## config.mk

```make
export PLATFORM = sky130hd
export DESIGN_NAME = uart_rx_deframer
export DESIGN_NICKNAME = d
export VERILOG_FILES = /design/src/rtl/uart_rx_deframer.sv
export SDC_FILE = /design/constraint.sdc
export NUM_CORES = 1
export LEC_CHECK = 0
export BUFFER_PORTS_ARGS = -buffer_cell sky130_fd_sc_hd__buf_2
export CORE_MARGIN = 5
export CORE_UTILIZATION = 55
export CTS_CLUSTER_DIAMETER = 30
export CTS_CLUSTER_SIZE = 14
export DETAILED_ROUTE_END_ITERATION = 16
export MAX_ROUTING_LAYER = met4
export PLACE_DENSITY = 0.72
export REMOVE_ABC_BUFFERS = 1
export SLEW_MARGIN = 20
export SYNTH_ARGS = -nofsm -noshare
export SYNTH_HDL_FRONTEND = slang
export SYNTH_SLANG_ARGS = --single-unit
```

## constraint.sdc

```tcl
create_clock -name clk -period 2.3 [get_ports clk]
set_clock_uncertainty 0.1 [all_clocks]
set_input_delay 0.115 -clock clk [delete_from_list [all_inputs] [get_ports clk]]
set_output_delay 0.115 -clock clk [all_outputs]
set_load 0.02 [all_outputs]
```

## src/rtl/uart_rx_deframer.sv

```systemverilog
// uart_rx_deframer: checks start/parity/stop of a SIPO frame and queues the result in a show-ahead FIFO.
// Ports: clk, rst_n, frame_in/frame_valid, parity_mode, two_stop -> out_data/out_*_err/out_valid, out_ready, overrun, clear; optional UART_DEFRAME_STATS_EN adds err_frame_cnt/err_parity_cnt.
module uart_rx_deframer #(
  parameter int DATA_WIDTH = 8,
  parameter int FIFO_DEPTH = 4,
  localparam int FRAME_W = DATA_WIDTH + 4
) (
  input  logic                  clk,
  input  logic                  rst_n,
  input  logic [FRAME_W-1:0]    frame_in,
  input  logic                  frame_valid,
  input  logic [1:0]            parity_mode,
  input  logic                  two_stop,
  output logic [DATA_WIDTH-1:0] out_data,
  output logic                  out_parity_err,
  output logic                  out_frame_err,
  output logic                  out_valid,
  input  logic                  out_ready,
  output logic                  overrun,
`ifdef UART_DEFRAME_STATS_EN
  output logic [15:0]           err_frame_cnt,
  output logic [15:0]           err_parity_cnt,
`endif
  input  logic                  clear
);

  localparam int P  = DATA_WIDTH + 1;
  localparam int AW = $clog2(FIFO_DEPTH);
  localparam int PW = AW + 1;
  localparam int EW = DATA_WIDTH + 2;

  logic                  w_par_en;
  logic [DATA_WIDTH-1:0] w_data;
  logic                  w_stop1;
  logic                  w_stop2;
  logic                  w_xor;
  logic                  w_ferr;
  logic                  w_perr;

  always_comb begin
    w_par_en = (parity_mode == 2'b01) || (parity_mode == 2'b10);
    w_data   = frame_in[DATA_WIDTH:1];
    w_stop1  = w_par_en ? frame_in[P+1] : frame_in[P];
    w_stop2  = w_par_en ? frame_in[P+2] : frame_in[P+1];
    w_xor    = (^w_data) ^ frame_in[P];
    w_ferr   = frame_in[0] | ~w_stop1 | (two_stop & ~w_stop2);
    w_perr   = 1'b0;
    unique case (parity_mode)
      2'b01:   w_perr = w_xor;
      2'b10:   w_perr = ~w_xor;
      default: w_perr = 1'b0;
    endcase
  end

  logic                  r_s1_v;
  logic [DATA_WIDTH-1:0] r_s1_data;
  logic                  r_s1_perr;
  logic                  r_s1_ferr;

  always_ff @(posedge clk or negedge rst_n) begin
    if (!rst_n) begin
      r_s1_v    <= 1'b0;
      r_s1_data <= '0;
      r_s1_perr <= 1'b0;
      r_s1_ferr <= 1'b0;
    end else begin
      r_s1_v <= frame_valid & ~clear;
      if (frame_valid) begin
        r_s1_data <= w_data;
        r_s1_perr <= w_perr;
        r_s1_ferr <= w_ferr;
      end
    end
  end

  logic [PW-1:0] r_wptr;
  logic [PW-1:0] r_rptr;
  logic [EW-1:0] r_mem [FIFO_DEPTH];
  logic          r_overrun;
  logic          w_full;
  logic          w_pop;
  logic          w_push;
  logic          w_drop;
  logic [EW-1:0] w_head;

  always_comb begin
    w_full = (r_wptr[AW] != r_rptr[AW]) &&
             (r_wptr[AW-1:0] == r_rptr[AW-1:0]);
    out_valid = (r_wptr != r_rptr);
    w_pop  = out_valid & out_ready;
    // a pop frees the slot this same edge, so a full FIFO still accepts
    w_push = r_s1_v & (~w_full | w_pop);
    w_drop = r_s1_v & w_full & ~w_pop;
    w_head = r_mem[r_rptr[AW-1:0]];
  end

  assign out_data       = w_head[DATA_WIDTH-1:0];
  assign out_frame_err  = w_head[DATA_WIDTH];
  assign out_parity_err = w_head[DATA_WIDTH+1];
  assign overrun        = r_overrun;

  always_ff @(posedge clk or negedge rst_n) begin
    if (!rst_n) begin
      r_wptr    <= '0;
      r_rptr    <= '0;
      r_overrun <= 1'b0;
      for (int i = 0; i < FIFO_DEPTH; i++) r_mem[i] <= '0;
    end else if (clear) begin
      r_wptr    <= '0;
      r_rptr    <= '0;
      r_overrun <= 1'b0;
    end else begin
      if (w_push) begin
        r_mem[r_wptr[AW-1:0]] <= {r_s1_perr, r_s1_ferr, r_s1_data};
        r_wptr <= r_wptr + PW'(1);
      end
      if (w_pop) r_rptr <= r_rptr + PW'(1);
      if (w_drop) r_overrun <= 1'b1;
    end
  end

`ifdef UART_DEFRAME_STATS_EN
  logic [15:0] r_fcnt;
  logic [15:0] r_pcnt;

  // counted at stage 1 so dropped frames are included
  always_ff @(posedge clk or negedge rst_n) begin
    if (!rst_n) begin
      r_fcnt <= '0;
      r_pcnt <= '0;
    end else if (clear) begin
      r_fcnt <= '0;
      r_pcnt <= '0;
    end else if (r_s1_v) begin
      if (r_s1_ferr && r_fcnt != 16'hFFFF) r_fcnt <= r_fcnt + 16'd1;
      if (r_s1_perr && r_pcnt != 16'hFFFF) r_pcnt <= r_pcnt + 16'd1;
    end
  end

  assign err_frame_cnt  = r_fcnt;
  assign err_parity_cnt = r_pcnt;
`endif

endmodule

```

==> reports/qor.log <==
[clock_tree] CTS HTree Levels 3
[route] average vias per placed instance 5.39
[sta] RSZ-0062 raised after global routing no
[grt] via count of the first global-routing pass 1838
[grt] gr ovfl total 0
[finish] commonest cells after routing, fill and taps aside 58 x sky130_fd_sc_hd__dfrtp_1, 40 x sky130_fd_sc_hd__mux2_4, 31 x sky130_fd_sc_hd__buf_2, 12 x sky130_fd_sc_hd__clkbuf_8, 12 x sky130_fd_sc_hd__dlygate4sd3_1
[finish] flip-flop and latch area 1450 sq um
[die] DIE WIDTH 83.5 um
[synthesis] Mapped Cells 186
[finish] relative area change from synthesis to final layout 19.3%
[critical_path] Critical Path Source Type flip-flop
[synthesis] number of storage elements in the synthesis netlist 58
[sta] fin crit share 86.7%
[finish] fraction of layout instances using a drive strength above 1 46.9%
[grt] global-route usage over all layers 18.2%
[route] drt drc 0
[route] number of vias after detailed routing 1688
[grt] wire length of the first global-routing pass 9.58 mm
[critical_path] arrival time of data at the critical path endpoint 2.10 ns
[run_status] result of the run completed
[clock_tree] number of buffers created by CTS 9
[critical_path] type of destination of the critical path flip-flop
[finish] nets 266
[synthesis] post-synthesis instance area 2970 sq um
[place] PortBufs 31
[die] Initial Util 57.5%
[sta] Hold Fails Final Rpt 0
[critical_path] maximum net fanout on the critical path 10
[synthesis] Post-Synthesis Mean Instance Area 16.0 sq um
[grt] antenna violations before repair 0
[route] drt total wl 5.71 mm
[sta] setup violation total in the final timing report 0
[synthesis] number of distinct library cells after synthesis 32
[place] hpwl dp 3.79 mm
[route] number of nets still failing antenna checks after routing 0
[pwr] IR Drop Worst-Case VDD 0.466 mV
[clock_tree] post-CTS repair timing setup buffer count 0
[sta] Post-Route Hold Slack 0.0933 ns
[pwr] power per standard cell area 864 nW/um^2
[route] total iterations of the first detailed-routing run 4
[clock_tree] CTS clock-pin slew for the worst setup and hold paths 0.06 ns
[clock_tree] CTS tree done
[grt] pin count of the biggest net entering global routing 59
[sta] Slew @ Worst Pin 0.729 ns
[run] # Max-Cap Violations 0
[critical_path] largest stage delay on the critical path 0.60 ns
[finish] final core utilization 68.6%
[route] detailed-route wire length per cell 18.2 um
[route] starting DRC count in detailed routing 84
[sta] number of max-slew violations in the final report 0
[finish] Ant. Diodes 0
[finish] most common cell after layout, fill and taps aside sky130_fd_sc_hd__dfrtp_1
[place] gp weighted congestion 0.755
[clock_tree] clock tree root buffer cell sky130_fd_sc_hd__clkbuf_8
[die] Floorplan Core Area 5170 sq um
[die] Die H 83.5 um
[critical_path] cell-by-cell trace of the critical path xor2_2 -> o41a_4 -> nand2_8 -> mux2_4
[worst_hold_path] HP Class input pin to flip-flop
[sta] Tmin final 1.99 ns
[clock_tree] hold_buf cts 12
[die] total die area 6980 sq um
[sta] setup_tns 0 ns
[synthesis] total number of yosys warnings 0
[critical_path] Req. time, crit path 2.41 ns
[finish] Fillers 348
[clock_tree] clock latency at the later pin of the worst-skew pair 0.33 ns
[clock_tree] post-cts sizing count 0
[sta] highest attainable clock frequency 502 MHz
[die] floorplan row count 26
[pwr] leakage dissipation 1.76 nW
[critical_path] Critical-path top delay cell sky130_fd_sc_hd__o41a_4
[sta] normalized max-slew margin 51.4%
[synthesis] sequential fraction of the synthesis area 48.8%
[critical_path] path type of the worst setup path flip-flop to flip-flop
[clock_tree] CTS Sinks 58
[die] total I/O pin count 32
[finish] area taken by multi-input logic gates 1480 sq um
[clock_tree] number of buffers on the longest clock path 2
through the flow:
stage	instances	total power, mW	setup WS (ns)	instance area, sq um
3_5_place_dp	286	2.11	0.308	3220
4_1_cts	313	3.10	0.302	3550
6_report	313	3.06	0.307	3550
3_3_place_gp	286	2.08	0.351	3220
5_1_grt	313	3.21	0.252	3550
2_1_floorplan	182	1.87	0.0891	2960
worst max-delay path: cells and delay by family (launching register included):
family / cells / cell delay (ns)
simple gates: 1 / 0.19
compound gates: 1 / 0.60
xor+xnor: 1 / 0.21
mux: 1 / 0.31
flops: 1 / 0.45
where the power goes:
part | internal, mW | switching, mW | leakage, nW
registers | 1.19 | 0.130 | 0.745
clock network | 0.582 | 0.381 | 0.106
logic | 0.447 | 0.330 | 0.910
total | 2.22 | 0.841 | 1.76
flip-flops by register name, summed over array words and instances (netlist names):
| signal | cells |
|---|---|
| r_mem | 40 |
| r_s1_data | 8 |
| r_rptr | 3 |
| r_wptr | 3 |
| overrun | 1 |
| r_s1_ferr | 1 |
| r_s1_perr | 1 |
| r_s1_v | 1 |
kinds of logic after synthesis:
group,synth area share (%)
adders and majority gates,2.94
AOI/OAI and AO/OA,2.99
and+or+nand+nor,6.73
DFF,48.8
buffers and inverters,1.30
xor gates and xnor gates,5.76
muxes,31.5
cell usage after synthesis (all sizes together):
| cell | count | share of area (%) |
|---|---|---|
| ha | 7 | 2.9 |
| o41ai | 1 | 0.55 |
| mux2 | 48 | 23 |
| nand2 | 6 | 2.9 |
| dfrtp | 58 | 49 |
| o21ai | 1 | 0.17 |
| xor2 | 6 | 2.3 |
| xnor3 | 2 | 1.5 |
| inv | 6 | 0.76 |
| nor2b | 3 | 0.63 |
| nand2b | 1 | 0.21 |
| nor2 | 8 | 1.0 |
| o311ai | 1 | 0.29 |
| o31ai | 1 | 0.25 |
| mux4 | 10 | 7.6 |
| nor3b | 1 | 0.25 |
| mux2i | 2 | 0.67 |
| nand4b | 1 | 0.29 |
| or3 | 2 | 0.42 |
| clkbuf | 2 | 0.25 |
| xnor2 | 4 | 1.2 |
| nand3 | 2 | 0.34 |
| o41a | 1 | 0.72 |
| buf | 2 | 0.29 |
| xor3 | 1 | 0.80 |
| a21oi | 6 | 1.0 |
| and2 | 2 | 0.42 |
| nor4 | 1 | 0.21 |
layer usage:
layer | GRT usage [%] | vias to the layer above | part of all wire, %
met3 | 5.13 | 4 | 3.7
met2 | 28.9 | 38 | 51
met4 | 5.85 | 0 | 0.67
li1 | - | 773 | -
met5 | - | - | 0
met1 | 22.9 | 873 | 45
final timing paths:
| check | from | end | slack [ns] | depth (start not counted) |
|---|---|---|---|---|
| setup / recovery | r_wptr[1]$_DFFE_PN0P_ | r_mem[15]$_DFFE_PN0P_ | 0.31 | 4 |
| hold / removal | frame_valid | r_s1_v$_DFF_PN0_ | 0.09 | 2 |
| setup reg to reg | r_wptr[1]$_DFFE_PN0P_ | r_mem[15]$_DFFE_PN0P_ | 0.31 | 4 |
| hold reg to reg | overrun$_DFFE_PN0P_ | overrun$_DFFE_PN0P_ | 0.40 | 2 |
| max in group asynchronous | rst_n | r_mem[4]$_DFFE_PN0P_ | 1.26 | 3 |
| min in group asynchronous | rst_n | r_rptr[1]$_DFFE_PN0P_ | 0.36 | 3 |
final cells by class:
cell class	instances	share of cell area (%)
clock buffer	13	4.76
clock inverter	2	0.988
inverter	6	0.635
multi-input combinational	118	41.8
sequential	58	40.9
tap	70	2.47
timing repair buffer	46	8.40
Power figures use the tool's default switching activity.
